## src/rtl/ps2_pkg.sv

```systemverilog
// Shared types and constants for the PS/2 device-to-host receiver.
package ps2_pkg;

  localparam int unsigned PS2_DATA_BITS  = 8;
  localparam int unsigned PS2_FRAME_BITS = 11;

  typedef enum logic [1:0] {
    StIdle,
    StData,
    StParity,
    StStop
  } ps2_state_e;

endpackage

```

## src/rtl/ps2_rx_if.sv

```systemverilog
// Scan-byte output bundle from the receiver towards the keyboard bus controller.
interface ps2_rx_if;

  logic [7:0] keycode_o;
  logic       keycode_valid_o;
  logic       err_o;

  modport master (
    output keycode_o,
    output keycode_valid_o,
    output err_o
  );

  modport slave (
    input keycode_o,
    input keycode_valid_o,
    input err_o
  );

endinterface

```

## src/rtl/ps2_line_filter.sv

```systemverilog
// Synchronises raw kclk/kdata pads and deglitches kclk; emits a strobe on each
// filtered falling edge alongside the synchronised data line.
module ps2_line_filter #(
  parameter int unsigned FILTER_LEN = 8
) (
  input  logic clk_i,
  input  logic rst_n_i,
  input  logic kclk_i,
  input  logic kdata_i,
  output logic fall_o,
  output logic kdata_o
);

  localparam int unsigned CntW = $clog2(FILTER_LEN + 1);

  logic [1:0]      kclk_sync_q, kclk_sync_d;
  logic [1:0]      kdata_sync_q, kdata_sync_d;
  logic            kclk_filt_q, kclk_filt_d;
  logic [CntW-1:0] cnt_q, cnt_d;
  logic            differ;
  logic            flip;

  assign differ = kclk_sync_q[1] != kclk_filt_q;
  assign flip   = differ && (cnt_q == CntW'(FILTER_LEN - 1));

  always_comb begin
    kclk_sync_d  = {kclk_sync_q[0], kclk_i};
    kdata_sync_d = {kdata_sync_q[0], kdata_i};
    kclk_filt_d  = kclk_filt_q;
    cnt_d        = '0;
    if (flip) begin
      kclk_filt_d = ~kclk_filt_q;
    end else if (differ) begin
      cnt_d = cnt_q + CntW'(1);
    end
  end

  always_ff @(posedge clk_i or negedge rst_n_i) begin
    if (!rst_n_i) begin
      kclk_sync_q  <= 2'b11;
      kdata_sync_q <= 2'b11;
      kclk_filt_q  <= 1'b1;
      cnt_q        <= '0;
    end else begin
      kclk_sync_q  <= kclk_sync_d;
      kdata_sync_q <= kdata_sync_d;
      kclk_filt_q  <= kclk_filt_d;
      cnt_q        <= cnt_d;
    end
  end

  // Strobe is taken in the cycle the filtered level is about to drop.
  assign fall_o  = flip && kclk_filt_q;
  assign kdata_o = kdata_sync_q[1];

endmodule

```

## src/rtl/ps2_rx.sv

```systemverilog
// PS/2 frame receiver: deserialises start/8 data/odd parity/stop frames into
// scan bytes, with an inactivity timeout that abandons stalled frames.
module ps2_rx
  import ps2_pkg::*;
#(
  parameter int unsigned FILTER_LEN     = 8,
  parameter int unsigned TIMEOUT_CYCLES = 50000
) (
  input  logic     clk_i,
  input  logic     rst_n_i,
  input  logic     kclk,
  input  logic     kdata,
  ps2_rx_if.master out_if
);

  localparam int unsigned BitCntW = $clog2(PS2_DATA_BITS);
  localparam int unsigned ToW     = $clog2(TIMEOUT_CYCLES + 1);

  ps2_state_e               state_q, state_d;
  logic [PS2_DATA_BITS-1:0] shift_q, shift_d;
  logic [BitCntW-1:0]       bit_cnt_q, bit_cnt_d;
  logic                     parity_q, parity_d;
  logic [ToW-1:0]           to_cnt_q, to_cnt_d;
  logic [7:0]               keycode_q, keycode_d;
  logic                     valid_q, valid_d;
  logic                     err_q, err_d;

  logic fall;
  logic bit_in;
  logic timeout_hit;
  logic last_data_bit;

  ps2_line_filter #(
    .FILTER_LEN (FILTER_LEN)
  ) u_line_filter (
    .clk_i   (clk_i),
    .rst_n_i (rst_n_i),
    .kclk_i  (kclk),
    .kdata_i (kdata),
    .fall_o  (fall),
    .kdata_o (bit_in)
  );

  // Fires on the cycle that would carry the counter up to TIMEOUT_CYCLES.
  assign timeout_hit   = (state_q != StIdle) && !fall &&
                         (to_cnt_q == ToW'(TIMEOUT_CYCLES - 1));
  assign last_data_bit = bit_cnt_q == BitCntW'(PS2_DATA_BITS - 1);

  // State register
  always_ff @(posedge clk_i or negedge rst_n_i) begin
    if (!rst_n_i) begin
      state_q <= StIdle;
    end else begin
      state_q <= state_d;
    end
  end

  // Next-state logic
  always_comb begin
    state_d = state_q;
    if (timeout_hit) begin
      state_d = StIdle;
    end else if (fall) begin
      unique case (state_q)
        StIdle:   if (!bit_in) state_d = StData;
        StData:   if (last_data_bit) state_d = StParity;
        StParity: state_d = StStop;
        StStop:   state_d = StIdle;
      endcase
    end
  end

  // Datapath and output next-state
  always_comb begin
    shift_d   = shift_q;
    bit_cnt_d = bit_cnt_q;
    parity_d  = parity_q;
    keycode_d = keycode_q;
    valid_d   = 1'b0;
    err_d     = 1'b0;

    if (state_q == StIdle || fall) begin
      to_cnt_d = '0;
    end else if (to_cnt_q != ToW'(TIMEOUT_CYCLES)) begin
      to_cnt_d = to_cnt_q + ToW'(1);
    end else begin
      to_cnt_d = to_cnt_q;
    end

    if (timeout_hit) begin
      err_d = 1'b1;
    end else if (fall) begin
      unique case (state_q)
        StIdle: begin
          if (!bit_in) begin
            shift_d   = '0;
            bit_cnt_d = '0;
          end
        end
        StData: begin
          shift_d   = {bit_in, shift_q[PS2_DATA_BITS-1:1]};
          bit_cnt_d = bit_cnt_q + BitCntW'(1);
        end
        StParity: parity_d = bit_in;
        StStop: begin
          if (bit_in && ((^shift_q) ^ parity_q)) begin
            keycode_d = shift_q;
            valid_d   = 1'b1;
          end else begin
            err_d = 1'b1;
          end
        end
      endcase
    end
  end

  always_ff @(posedge clk_i or negedge rst_n_i) begin
    if (!rst_n_i) begin
      shift_q   <= '0;
      bit_cnt_q <= '0;
      parity_q  <= 1'b0;
      to_cnt_q  <= '0;
      keycode_q <= 8'h00;
      valid_q   <= 1'b0;
      err_q     <= 1'b0;
    end else begin
      shift_q   <= shift_d;
      bit_cnt_q <= bit_cnt_d;
      parity_q  <= parity_d;
      to_cnt_q  <= to_cnt_d;
      keycode_q <= keycode_d;
      valid_q   <= valid_d;
      err_q     <= err_d;
    end
  end

  assign out_if.keycode_o       = keycode_q;
  assign out_if.keycode_valid_o = valid_q;
  assign out_if.err_o           = err_q;

endmodule

```

## src/flat_wrapper.sv

```systemverilog
// flat-port wrapper written by rule: the top's interface ports become plain ports
module ps2_rx_flat import ps2_pkg::*;
#(
  parameter int unsigned FILTER_LEN     = 8,
  parameter int unsigned TIMEOUT_CYCLES = 50000
)
  (clk_i, rst_n_i, kclk, kdata, out_if_keycode_o, out_if_keycode_valid_o, out_if_err_o);
  ps2_rx_if out_if_i ();
  input  logic clk_i;
  input  logic rst_n_i;
  input  logic kclk;
  input  logic kdata;
  output wire logic [$bits(out_if_i.keycode_o)-1:0] out_if_keycode_o;
  output wire logic [$bits(out_if_i.keycode_valid_o)-1:0] out_if_keycode_valid_o;
  output wire logic [$bits(out_if_i.err_o)-1:0] out_if_err_o;
  assign out_if_keycode_o = out_if_i.keycode_o;
  assign out_if_keycode_valid_o = out_if_i.keycode_valid_o;
  assign out_if_err_o = out_if_i.err_o;
  ps2_rx #(.FILTER_LEN(FILTER_LEN), .TIMEOUT_CYCLES(TIMEOUT_CYCLES)) u_core (.clk_i(clk_i), .rst_n_i(rst_n_i), .kclk(kclk), .kdata(kdata), .out_if(out_if_i));
endmodule
```

## config.mk

```make
export PLATFORM = sky130hd
export DESIGN_NAME = ps2_rx_flat
export DESIGN_NICKNAME = d
export VERILOG_FILES = /design/src/rtl/ps2_pkg.sv /design/src/rtl/ps2_rx_if.sv /design/src/rtl/ps2_line_filter.sv /design/src/rtl/ps2_rx.sv /design/src/flat_wrapper.sv
export SDC_FILE = /design/constraint.sdc
export NUM_CORES = 1
export LEC_CHECK = 0
export BUFFER_PORTS_ARGS = -buffer_cell sky130_fd_sc_hd__buf_2
export CORE_UTILIZATION = 35
export DETAILED_ROUTE_END_ITERATION = 10
export HOLD_SLACK_MARGIN = 0.02
export PLACE_DENSITY = 0.55
export SYNTH_ARGS = -nofsm -noshare
export SYNTH_HDL_FRONTEND = slang
export SYNTH_HIERARCHICAL = 1
export SYNTH_SLANG_ARGS = --single-unit
```

## constraint.sdc

```tcl
create_clock -name clk_i -period 4.5 [get_ports clk_i]
set_clock_uncertainty 0.05 [all_clocks]
set_input_delay 0.9 -clock clk_i [delete_from_list [all_inputs] [get_ports clk_i]]
set_output_delay 0.9 -clock clk_i [all_outputs]
set_load 0.1 [all_outputs]
```

==> results of run 1 <==
layer usage:
layer  vias up  global-route usage [%]  wire length (um)
li1        698                       -                 -
met1       679                   16.72              1899
met2        10                   18.78              1661
met3         8                   2.982                91
met4         0                   3.762                44
met5         -                       0                 0
sequential cells by signal (all words and copies together) (netlist names):
signal / cells
u_core/out_if.keycode_valid_o: 1
u_core/u_line_filter/kclk_sync_q: 2
u_core/parity_q: 1
u_core/to_cnt_q: 16
u_core/shift_q: 8
u_core/bit_cnt_q: 3
u_core/u_line_filter/cnt_q: 4
u_core/u_line_filter/kdata_sync_q: 2
u_core/out_if.keycode_o: 8
u_core/u_line_filter/kclk_filt_q: 1
u_core/out_if.err_o: 1
u_core/state_q: 2
cells in the mapped netlist:
library cell	n	area share (%)
a21boi_0	1	0.33
nand4_1	4	1.1
o21bai_1	1	0.33
nand3b_1	1	0.33
or3_1	2	0.55
a22oi_1	1	0.33
nand3b_4	1	0.87
o31ai_1	1	0.33
ha_1	9	4.9
nand2_1	8	1.3
a31oi_1	1	0.27
a22o_1	10	3.8
mux2i_1	3	1.3
and2_1	2	0.55
xnor3_2	1	1.0
clkbuf_1	5	0.82
nor2_1	19	3.1
xnor2_1	9	3.4
xor3_1	1	1.0
nor4b_1	1	0.38
dfrtp_1	44	48
nand2b_1	1	0.27
nand3_1	7	1.5
inv_1	6	0.98
xor2_1	9	3.4
mux2_2	10	4.9
o21ai_0	4	0.87
mux2i_4	1	0.98
or4_1	1	0.33
nor3_1	2	0.44
and3_2	1	0.33
and3_1	2	0.55
or2_2	1	0.27
and4_1	3	1.1
dfstp_2	5	5.7
and4b_1	1	0.44
nor2b_1	1	0.27
a21oi_1	5	1.1
mux2_4	1	0.66
nor4bb_1	1	0.44
nor3b_1	3	0.98
layout by cell type (no fill, tap or decap), types with 3 or more instances in the layout:
master / instances
nor3b_1: 3
xnor2_1: 9
and4_1: 3
nand4_1: 4
xor2_1: 9
nor2_1: 19
o21ai_0: 4
inv_1: 6
nand3_1: 7
mux2_2: 10
mux2i_1: 3
clkbuf_8: 5
ha_1: 9
dfrtp_1: 44
a21oi_1: 5
a22o_1: 10
dfstp_2: 5
buf_2: 13
nand2_1: 8
how the worst max path moves through the flow:
stage,startpoint,endpoint,slack (ns),cells past startpoint
final,u_core/u_line_filter/cnt_q[0]$_DFF_PN0_,u_core/bit_cnt_q[0]$_DFFE_PN0P_,1.96,6
after global routing,u_core/u_line_filter/cnt_q[0]$_DFF_PN0_,u_core/bit_cnt_q[0]$_DFFE_PN0P_,1.61,6
after CTS,u_core/u_line_filter/cnt_q[0]$_DFF_PN0_,u_core/bit_cnt_q[0]$_DFFE_PN0P_,1.90,6
after detailed placement,u_core/u_line_filter/cnt_q[0]$_DFF_PN0_,u_core/bit_cnt_q[0]$_DFFE_PN0P_,1.91,6
after global placement,u_core/u_line_filter/cnt_q[0]$_DFF_PN0_,u_core/bit_cnt_q[0]$_DFFE_PN0P_,2.03,6
after floorplan,u_core/u_line_filter/cnt_q[0]$_DFF_PN0_,u_core/bit_cnt_q[1]$_DFFE_PN0P_,2.47,7
layout make-up:
class	instances	area, um^2
inverters	6	22.52
well taps	77	96.34
clock buffers	6	72.57
flip-flops and latches	49	1232
clock inverters	2	35.03
repair buffers	13	65.06
multi-input cells	130	1015
fillers	624	3775
logic make-up (layout without fill, tap and decap cells):
kind of cell	Yosys count	count (layout)
flops	49	49
mux	15	15
compound gates	24	24
xor+xnor	20	20
buf+inv	11	27
fa+ha+maj	9	9
simple gates	62	62
where the power goes:
group	switching, mW	total [mW]	internal [mW]	leakage (nW)
combinational	0.0261	0.0517	0.0256	0.501
clock	0.141	0.306	0.165	0.0552
sequential	0.0155	0.476	0.461	0.665
stage by stage:
step	utilization, %	area (um^2)
floorplan	-	2288
global placement	38.51	2431
detailed placement	38.51	2431
CTS	40.21	2539
global route	40.21	2539
finish	40.21	2539
==> results.txt, run 1 <==
----------------------------------------------------
[Min path]
  Hold Path End ... u_core/u_line_filter/kclk_sync_q[1]$_DFF_PN1_
  Worst hold path depth ... 0
  Startpoint of the lowest-slack hold path ... u_core/u_line_filter/kclk_sync_q[0]$_DFF_PN1_
  Worst min path class ... flip-flop to flip-flop

[Final layout]
  Area added between synthesis and finish ... 10.93%
  Nets ... 218
  Final instance count without filler cells ... ~280
  Fraction of layout cells with a size suffix above 1 ... between 10% and 20%
  Ant diodes ... 0

[Global route]
  GRT Total Usage ... 12.10%
  Via count of the first global-routing pass ... approximately 1.4k
  Pin count of the biggest net entering global routing ... 50
  Grt total ovfl ... 0
  First-pass GRT wire length ... just under 7 mm
  Initial antenna violation count ... 0

[Worst setup path]
  Data arrival at the endpoint of the critical path ... between 2 and 3 ns
  Startpoint type of the worst setup path ... flip-flop
  Endpoint class of the critical path ... flip-flop
  Worst setup path class ... flip-flop to flip-flop
  Highest net fanout along the worst path ... 11
  CP cell instances ... ha_1 -> nand3b_4 -> nor3b_1 -> a21boi_0 -> o21ai_0 -> mux2_2
  Crit path max-delay family ... compound AO/OA/AOI/OAI gates
  Cell with the biggest individual delay on the critical path ... o21ai_0
  Reg-to-reg setup timing slack ... between 1.5 and 2 ns
  Longest individual stage delay on the worst path ... approximately 0.45 ns
  Data required time at the worst endpoint ... about 4.6 ns
  Reg-to-reg endpoint ... u_core/bit_cnt_q[0]$_DFFE_PN0P_
  Launch instance of the worst register-to-register path ... u_core/u_line_filter/cnt_q[0]$_DFF_PN0_
  Count of cells along the worst register-to-register path ... 6
  Number of buffers and inverters on the critical path ... 0

[Clock tree]
  Number of buffers created by CTS ... 5
  Maximum count of clock buffers along a single path ... 2
  Count of cells resized by post-cts repair ... 0
  Number of H-tree branching levels ... 2
  Root cell of the clock tree ... clkbuf_8
  CTS hold repair buffers ... 0
  Clock latency on the worst-skew pair ... ~0.3 ns
  Post-CTS Setup Inserts ... 0
  Clock-pin slew of the registers on the worst-case setup and hold paths ... roughly 0.090 ns
  CTS tree ... yes
  CTS sink count ... 49

[Synth]
  Post-synthesis compound-gate area fraction ... about 7.4%
  Fraction of the mapped netlist area in adder cells ... between 4 and 5%
  Syn Nets ... 203
  Number of unique standard cell types used by synthesis ... a little over 40
  Synthesized instance count ... 190
  Number of flip-flops and latches in the synthesized netlist ... around 50
  Share of synthesized cell area in and, or, nand and nor gates ... 15.20%
  Number of warning messages in the yosys log ... 6
  Mean cell area of the mapped netlist ... ~12 um^2
  Main combinational cell family by area after synthesis ... simple AND/OR/NAND/NOR gates
  Post-synthesis sequential area ratio ... ~54%
  Multiplexer area fraction after synthesis ... roughly 7.9%
  Post-synthesis instance area ... ~0.0023 mm^2
  Post-synthesis share of cell area spent on xor and xnor gates ... under 10%

[Route]
  Via total after detailed routing ... between 1k and 1.5k
  Routed length per placed instance ... between 10 and 15 um
  Post-detailed-route DRC marker count ... 0
  Initial DRC Count ... 52
  Number of nets still failing antenna checks after routing ... 0
  DR pass1 iterations ... 4
  Via/cell ratio ... 4.929
  Wirelength, routed ... approximately 3.7 mm

[Flow run]
  Max capacitance violation total ... 0

[Status]
  Run status ... complete, no violations

[Timing]
  Worst relative slew slack ... a little over a fifth
  Final cycle utilization of the critical path ... a little under three fifths
  Unrepaired setup endpoints after global routing ... no
  Number of hold violations in the final report ... 0
  PnR worst setup slack ... a little under 2 ns
  Sum Neg Setup Slack ... 0 ns
  Highest achievable clock rate ... between 300 and 400 MHz
  Post-layout minimum cycle time ... 2.540 ns
  Worst Hold Margin ... between 0.3 and 0.4 ns
  Setup-failing EPs final ... 0
  Final slew viol count ... 0
  Actual transition at the worst max-transition pin ... 1.163 ns

[Pwr]
  Worst vdd rail ir drop ... around 0.00023 V
  Total power ... 0.8344 mW
  Leakage ... between 1 and 1.5 nW
  PD cells ... between 300 and 400 mW/mm^2

[Floorplan]
  CORE AREA ... between 0.006 and 0.007 mm^2
  DIE AREA ... around 0.007 mm^2
  IO Count ... 14
  Starting utilization of the core area ... 36.25%
  Number of rows created at floorplan ... 29
  Die boundary width ... between 80 and 90 um
  Die Ht ... roughly 83 um

[Placed design]
  Detail Placement HPWL ... roughly 2.5 mm
  Worst-case setup slack after placement ... about 1.9 ns
  Final estimated routing congestion in global placement ... about 0.73
  Quantity of I/O buffers inserted on ports ... 13
  Placed Cells incl. Taps ... between 200 and 300

----------------------------------------------------
(Power assumes the default switching activity.)
==> inputs of run 2 (changes only) <==
--- a/config.mk
+++ b/config.mk
@@ -5,11 +5,12 @@
 export SDC_FILE = /design/constraint.sdc
 export NUM_CORES = 1
 export LEC_CHECK = 0
+export ABC_AREA = 1
 export BUFFER_PORTS_ARGS = -buffer_cell sky130_fd_sc_hd__buf_2
 export CORE_UTILIZATION = 35
 export DETAILED_ROUTE_END_ITERATION = 10
 export HOLD_SLACK_MARGIN = 0.02
-export PLACE_DENSITY = 0.55
+export PLACE_DENSITY = 0.57
 export SYNTH_ARGS = -nofsm -noshare
 export SYNTH_HDL_FRONTEND = slang
 export SYNTH_HIERARCHICAL = 1
==> constraint.sdc (replaced) <==
create_clock -name clk_i -period 2.19 [get_ports clk_i]
set_clock_uncertainty 0.05 [all_clocks]
set_input_delay 0.438 -clock clk_i [delete_from_list [all_inputs] [get_ports clk_i]]
set_output_delay 0.438 -clock clk_i [all_outputs]
set_load 0.1 [all_outputs]
==> run 2 against run 1 <==
Effect of this change: the run now ends with DRC left; setup slack got worse by 1.7 ns; core utilization increased by 1.3 points; first-iteration DRC count increased by 140%; critical path type unchanged; critical endpoint unchanged.
==> results.txt, run 2 <==
----------------------------------------------------
[Status]
  Run status ... complete, but fails checks
  Violations in the final reports ... DRC

[Route]
  Via/cell ratio ... ~4.8
  Initial DRC Count ... between 100 and 150
  Wirelength, routed ... between 4 and 5 mm
  Routed length per placed instance ... around 11 um
  Number of nets still failing antenna checks after routing ... 0
  Post-detailed-route DRC marker count ... 2
  DR pass1 iterations ... 9
  Via total after detailed routing ... 1822

[Final layout]
  Fraction of layout cells with a size suffix above 1 ... between 10% and 20%
  Nets ... 313
  Area added between synthesis and finish ... 13.04%
  Finished Core Util ... between 40% and 50%
  Commonest non-fill, non-tap cell in the layout ... nand2_1
  Highest-count cells in the layout ignoring fill and taps ... nand2_1 (72), dfrtp_1 (44), inv_1 (36)
  Ant diodes ... 0
  Reg with most FFs ... u_core/to_cnt_q
  Flip-flop count of the largest register, all copies and words added ... 16

[Timing]
  Worst Hold Margin ... 0.06447 ns
  Worst relative slew slack ... around 63%
  Number of hold violations in the final report ... 0
  Final slew viol count ... 0
  Final cycle utilization of the critical path ... 86.88%
  Unrepaired setup endpoints after global routing ... no
  Setup-failing EPs final ... 0
  Sum Neg Setup Slack ... 0 ns
  Highest achievable clock rate ... roughly 530 MHz
  Post-layout minimum cycle time ... 1.903 ns
  Actual transition at the worst max-transition pin ... between 0.5 and 0.6 ns

[Floorplan]
  Number of rows created at floorplan ... 29
  Die boundary width ... about 84 um
  Starting utilization of the core area ... between 30 and 40%
  Die Ht ... around 84 um
  IO Count ... 14
  DIE AREA ... roughly 0.0071 mm^2
  CORE AREA ... about 0.0065 mm^2

[Clock tree]
  Clock latency on the worst-skew pair ... around 0.30 ns
  Maximum count of clock buffers along a single path ... 2
  Number of H-tree branching levels ... 2
  Clock-pin slew of the registers on the worst-case setup and hold paths ... roughly 0.09 ns
  CTS tree ... yes
  CTS hold repair buffers ... 0
  Root cell of the clock tree ... clkbuf_8
  Count of cells resized by post-cts repair ... 0
  CTS sink count ... 49
  Number of buffers created by CTS ... 5
  Post-CTS Setup Inserts ... 0

[Synth]
  Post-synth ARST share ... between 90% and 100%
  Post-synth top area cell ... dfrtp_1
  Number of synthesized flops with an enable pin ... 0
  Synthesized instance count ... ~280
  Leading post-synthesis cells by instance count ... nand2_1 (72), dfrtp_1 (44), inv_1 (36)
  Most area-consuming cells after synthesis ... dfrtp_1 (46%), nand2_1 (11%), inv_1 (5.7%)
  Number of flip-flops and latches in the synthesized netlist ... 49
  Dominant synthesized flop cell ... dfrtp_1
  Most used standard cell by instance count after synthesis ... nand2_1
  Mean cell area of the mapped netlist ... between 8 and 9 um^2
  Post-synthesis sequential area ratio ... around 52%
  Number of warning messages in the yosys log ... 6
  Post-synthesis instance area ... about 0.0024 mm^2
  Syn Nets ... approximately 290
  Number of unique standard cell types used by synthesis ... 29
  Area fraction of the dominant cell type after synthesis ... 46.46%

[Global route]
  First-pass GRT wire length ... a little under 8 mm
  GRT Total Usage ... about 14%
  Pin count of the biggest net entering global routing ... 27
  Via count of the first global-routing pass ... 1719
  Grt total ovfl ... 0
  Initial antenna violation count ... 0

[Pwr]
  Leakage ... about 1.4 nW
  Worst vdd rail ir drop ... approximately 0.00023 V
  Total power ... ~1.7 mW
  PD cells ... roughly 640 mW/mm^2

[Min path]
  Worst min path class ... input port to asynchronous set/reset pin

[Placed design]
  Detail Placement HPWL ... 3.193 mm
  Final estimated routing congestion in global placement ... roughly 0.80
  Quantity of I/O buffers inserted on ports ... 13

[Flow run]
  Max capacitance violation total ... 0

[Worst setup path]
  Data arrival at the endpoint of the critical path ... a little over 2 ns
  Highest net fanout along the worst path ... 9
  Data required time at the worst endpoint ... around 2.3 ns
  Worst setup path class ... flip-flop to flip-flop
  Startpoint type of the worst setup path ... flip-flop
  Endpoint class of the critical path ... flip-flop

----------------------------------------------------
[run 2: cell count changes after synthesis, sizes merged, moves of 6 or more]
cell | before | now
nor2 | 19 | 25
nand2 | 8 | 74
mux2 | 11 | 0
o21ai | 4 | 14
xnor2 | 9 | 1
o22ai | 0 | 8
nand3 | 7 | 26
inv | 6 | 38
a22o | 10 | 0
a21oi | 5 | 12
[run 2: worst paths after layout]
path / from / to / slack [ns] / depth (start not counted)
min in group clk_i: kclk / u_core/u_line_filter/kclk_sync_q[0]$_DFF_PN1_ / 0.18 / 1
max: u_core/u_line_filter/cnt_q[0]$_DFF_PN0_ / u_core/bit_cnt_q[0]$_DFFE_PN0P_ / 0.29 / 8
max in group asynchronous: rst_n_i / u_core/u_line_filter/kdata_sync_q[1]$_DFF_PN1_ / 1.42 / 2
min reg2reg: u_core/u_line_filter/kclk_sync_q[0]$_DFF_PN1_ / u_core/u_line_filter/kclk_sync_q[1]$_DFF_PN1_ / 0.31 / 0
max reg2reg: u_core/u_line_filter/cnt_q[0]$_DFF_PN0_ / u_core/bit_cnt_q[0]$_DFFE_PN0P_ / 0.29 / 8
min: rst_n_i / u_core/to_cnt_q[13]$_DFFE_PN0P_ / 0.06 / 1
[run 2: metrics by stage]
stage | std cells | area (um^2) | setup WS, ns
final | 378 | 2679 | 0.2872
after global placement | 370 | 2562 | 0.3692
after floorplan | 278 | 2370 | 0.4989
after global routing | 378 | 2679 | 0.04612
after detailed placement | 370 | 2562 | 0.3182
after CTS | 378 | 2679 | 0.2888
[run 2: kinds of logic (layout without fill, tap and decap cells)]
| group | count (synthesis) | count (layout) | share of synthesized area [%] |
|---|---|---|---|
| simple gates | 138 | 138 | 26.40 |
| flops | 49 | 49 | 52.01 |
| buf+inv | 40 | 63 | 6.336 |
| compound gates | 37 | 37 | 8.659 |
| fa+ha+maj | 9 | 9 | 4.752 |
| xor+xnor | 5 | 5 | 1.848 |
[run 2: area by class of cell]
class | instances | area (um^2)
clock buffer | 7 | 86.33
clock inverter | 1 | 30.03
multi-input combinational | 189 | 987.2
sequential | 49 | 1232
fill | 646 | 3780
tap | 77 | 96.34
timing repair buffer | 16 | 100.1
inverter | 39 | 146.4
[run 2: worst max-delay path, stage by stage, from the launching register on]
cell and delay (ns):
dfrtp_1 0.40, ha_1 0.21, nand3_2 0.12, nor2_1 0.27, nand2_1 0.13, a21oi_2 0.32, inv_1 0.13, nand2_1 0.07
o21ai_0 0.07
[run 2: where the power goes]
part           leakage (nW)  total [mW]  switching (mW)  internal (mW)
Sequential            0.665       0.970          0.0282          0.942
Clock                0.0585       0.663           0.291          0.372
Combinational         0.632      0.0886          0.0544         0.0342
Total                  1.36        1.72           0.373           1.35
[run 2: layer usage]
| metal | up-vias | track usage, % | share of wire (%) |
|---|---|---|---|
| li1 | 945 | - | - |
| met1 | 850 | 19.25 | 52 |
| met2 | 21 | 21.31 | 44 |
| met3 | 6 | 3.245 | 2.7 |
| met4 | 0 | 6.113 | 1.9 |
| met5 | - | 0 | 0 |
==> inputs of run 3 (changes only) <==
--- a/config.mk
+++ b/config.mk
@@ -11,6 +11,7 @@
 export DETAILED_ROUTE_END_ITERATION = 10
 export HOLD_SLACK_MARGIN = 0.02
 export PLACE_DENSITY = 0.57
+export SKIP_LAST_GASP = 1
 export SYNTH_ARGS = -nofsm -noshare
 export SYNTH_HDL_FRONTEND = slang
 export SYNTH_HIERARCHICAL = 1
==> constraint.sdc (replaced) <==
create_clock -name clk_i -period 2.19 [get_ports clk_i]
set_clock_uncertainty 0.05 [all_clocks]
set_input_delay 0.219 -clock clk_i [delete_from_list [all_inputs] [get_ports clk_i]]
set_output_delay 0.219 -clock clk_i [all_outputs]
set_load 0.1 [all_outputs]
==> run 3 against run 2 <==
Effect of this change: the run still ends with DRC left; cell count increased by 0.79%; die area unchanged; clock-buffer cell count unchanged; critical path depth unchanged; worst hold slack improved by 0.25 ns; setup slack got worse by 0.0019 ns; combinational power increased by 4.3%; routed wire length increased by 0.40%; sequential cell count unchanged; sequential power about the same; core utilization increased by 0.46 points; critical path type unchanged; critical endpoint unchanged; largest power group unchanged.
==> results.txt, run 3 (synthesized netlist as in run 2, its figures left out) <==
----------------------------------------------------
[Floorplan]
  Number of rows created at floorplan ... 29
  Die boundary width ... around 84 um
  CORE AREA ... about 0.0065 mm^2
  Starting utilization of the core area ... 36.69%
  IO Count ... 14
  Die Ht ... roughly 84 um
  DIE AREA ... a little over 0.007 mm^2

[Final layout]
  Fraction of layout cells with a size suffix above 1 ... between 10% and 20%
  Nets ... roughly 320
  Flip-flop count of the largest register, all copies and words added ... 16
  Reg with most FFs ... u_core/to_cnt_q
  Highest-count cells in the layout ignoring fill and taps ... nand2_1 (72), dfrtp_1 (44), inv_1 (36)
  Commonest non-fill, non-tap cell in the layout ... nand2_1
  Area added between synthesis and finish ... 14.31%
  Ant diodes ... 0
  Total non-filler cell area in the finished layout ... about 0.0027 mm^2

[Clock tree]
  Root cell of the clock tree ... clkbuf_8
  Number of buffers created by CTS ... 5
  Number of H-tree branching levels ... 2
  CTS sink count ... a little under 50
  Clock-pin slew of the registers on the worst-case setup and hold paths ... 0.09 ns
  Clock latency on the worst-skew pair ... 0.30 ns
  Count of cells resized by post-cts repair ... 0
  Maximum count of clock buffers along a single path ... 2
  CTS tree ... yes

[Route]
  Via total after detailed routing ... 1842
  Initial DRC Count ... 108
  DR pass1 iterations ... 9
  Post-detailed-route DRC marker count ... 2
  Routed length per placed instance ... ~11 um
  Wirelength, routed ... around 4.3 mm
  Via/cell ratio ... between 4 and 5
  Number of nets still failing antenna checks after routing ... 0

[Worst setup path]
  Data required time at the worst endpoint ... 2.32 ns
  Worst setup path class ... flip-flop to flip-flop
  Highest net fanout along the worst path ... 9
  Cell with the biggest individual delay on the critical path ... dfrtp_1
  Reg-to-reg setup timing slack ... 0.29 ns
  Startpoint type of the worst setup path ... flip-flop
  Data arrival at the endpoint of the critical path ... 2.03 ns
  Launch point of the worst path ... u_core/u_line_filter/cnt_q[0]$_DFF_PN0_
  Reg-to-reg endpoint ... u_core/bit_cnt_q[0]$_DFFE_PN0P_
  Longest individual stage delay on the worst path ... about 0.40 ns
  Launch instance of the worst register-to-register path ... u_core/u_line_filter/cnt_q[0]$_DFF_PN0_
  CP cell instances ... ha_1 -> nand3_2 -> nor2_1 -> nand2_1 -> a21oi_2 -> inv_1 -> nand2_1 -> o21ai_0
  Count of cells along the worst register-to-register path ... 8
  Cell occurring most often along the worst timing path ... nand2_1
  Endpoint class of the critical path ... flip-flop

[Timing]
  Sum Neg Setup Slack ... 0 ns
  Post-layout minimum cycle time ... 1.905 ns
  Number of hold violations in the final report ... 0
  Final slew viol count ... 0
  Unrepaired setup endpoints after global routing ... no
  Setup-failing EPs final ... 0
  Worst Hold Margin ... 0.3108 ns
  Highest achievable clock rate ... 525.0 MHz
  Final cycle utilization of the critical path ... between 80 and 90%
  Actual transition at the worst max-transition pin ... roughly 0.55 ns
  Worst relative slew slack ... between 60% and 70%

[Global route]
  Met1 usage ... ~19%
  Fraction of met2 tracks used by global routing ... roughly 21%
  First-pass GRT wire length ... ~7.9 mm
  Pin count of the biggest net entering global routing ... 27
  Via count of the first global-routing pass ... 1728
  GRT Total Usage ... 14.08%
  Initial antenna violation count ... 0
  Met3 usage ... about 3.2%
  Grt total ovfl ... 0
  GR peak layer ... met2

[Pwr]
  Part of the total power dissipated in combinational logic ... under 10%
  Internal power ... ~1.4 mW
  Total net switching power ... 0.3744 mW
  Sw frac ... 21.69%
  Proportion of power drawn by flip-flops and latches ... 56.2%
  Worst vdd rail ir drop ... about 0.00023 V
  Leakage ... 1.368 nW
  Clk network pwr share ... between 30% and 40%
  PD cells ... around 640 mW/mm^2

[Min path]
  Worst min path class ... flip-flop to flip-flop
  Startpoint of the lowest-slack hold path ... u_core/u_line_filter/kclk_sync_q[0]$_DFF_PN1_
  Worst hold path depth ... 0
  Hold Path End ... u_core/u_line_filter/kclk_sync_q[1]$_DFF_PN1_

[Placed design]
  Final estimated routing congestion in global placement ... between 0.7 and 0.8
  Quantity of I/O buffers inserted on ports ... 13
  Placement Cell Area ... around 0.0026 mm^2
  Detail Placement HPWL ... 3.193 mm

[Status]
  Run status ... complete, but fails checks
  Violations in the final reports ... DRC

[Flow run]
  Max capacitance violation total ... 0

----------------------------------------------------
==> run 3: through the flow <==
| step | std cells | util (%) | worst slack, ns | power [mW] |
|---|---|---|---|---|
| 6_report | 381 | 41.94 | 0.2854 | 1.726 |
| 5_1_grt | 381 | 41.94 | 0.04612 | 1.815 |
| 4_1_cts | 381 | 41.94 | 0.2888 | 1.766 |
| 3_5_place_dp | 370 | 39.67 | 0.3182 | 1.078 |
| 3_3_place_gp | 370 | 39.67 | 0.3692 | 1.078 |
| 2_1_floorplan | 278 | - | 0.4989 | 1.038 |
==> run 3: layout make-up <==
type	count	area, um^2
Multi-Input combinational cell	189	987.2
Timing Repair Buffer	19	130.1
Inverter	39	146.4
Clock inverter	1	30.03
Sequential cell	49	1232
Fill cell	645	3750
Clock buffer	7	86.33
Tap cell	77	96.34
==> run 3: power groups by stage <==
| stage | clock (mW) | combinational, mW | sequential [mW] |
|---|---|---|---|
| floorplan | 0 | 0.0569 | 0.981 |
| global placement | 0 | 0.0922 | 0.986 |
| detailed placement | 0 | 0.0919 | 0.987 |
| CTS | 0.701 | 0.0961 | 0.969 |
| global route | 0.727 | 0.112 | 0.976 |
| finish | 0.664 | 0.0924 | 0.970 |
==> run 3: worst max path at each step <==
stage,endpoint,slack (ns),cells after the start
finish,u_core/bit_cnt_q[0]$_DFFE_PN0P_,0.29,8
global route,u_core/out_if.keycode_o[2]$_DFFE_PN0P_,0.05,8
CTS,u_core/out_if.keycode_o[1]$_DFFE_PN0P_,0.29,8
detailed placement,u_core/out_if.keycode_o[1]$_DFFE_PN0P_,0.32,8
global placement,u_core/out_if.keycode_o[6]$_DFFE_PN0P_,0.37,8
floorplan,u_core/state_q[1]$_DFFE_PN0P_,0.50,10
==> run 3: critical path: cells and delay by family (launching register included) <==
kind / cells / cell delay, ns
AO/OA/AOI/OAI: 2 / 0.39
adder cells (fa/ha/maj): 1 / 0.21
buffers and inverters: 1 / 0.13
flip-flops: 1 / 0.40
AND/OR/NAND/NOR: 4 / 0.59
==> run 3: repair_timing <==
action                                  4_1_cts  5_1_grt
endpoints found under the hold margin        22        0
hold buffers                                  3        0
setup buffers                                 0        0
endpoints found under the setup margin        0        0
==> run 3: layer usage <==
metal | wire [um] | up-vias
met5 | 0 | -
met4 | 82 | 0
met3 | 123 | 6
met2 | 1897 | 24
met1 | 2198 | 860
li1 | - | 952
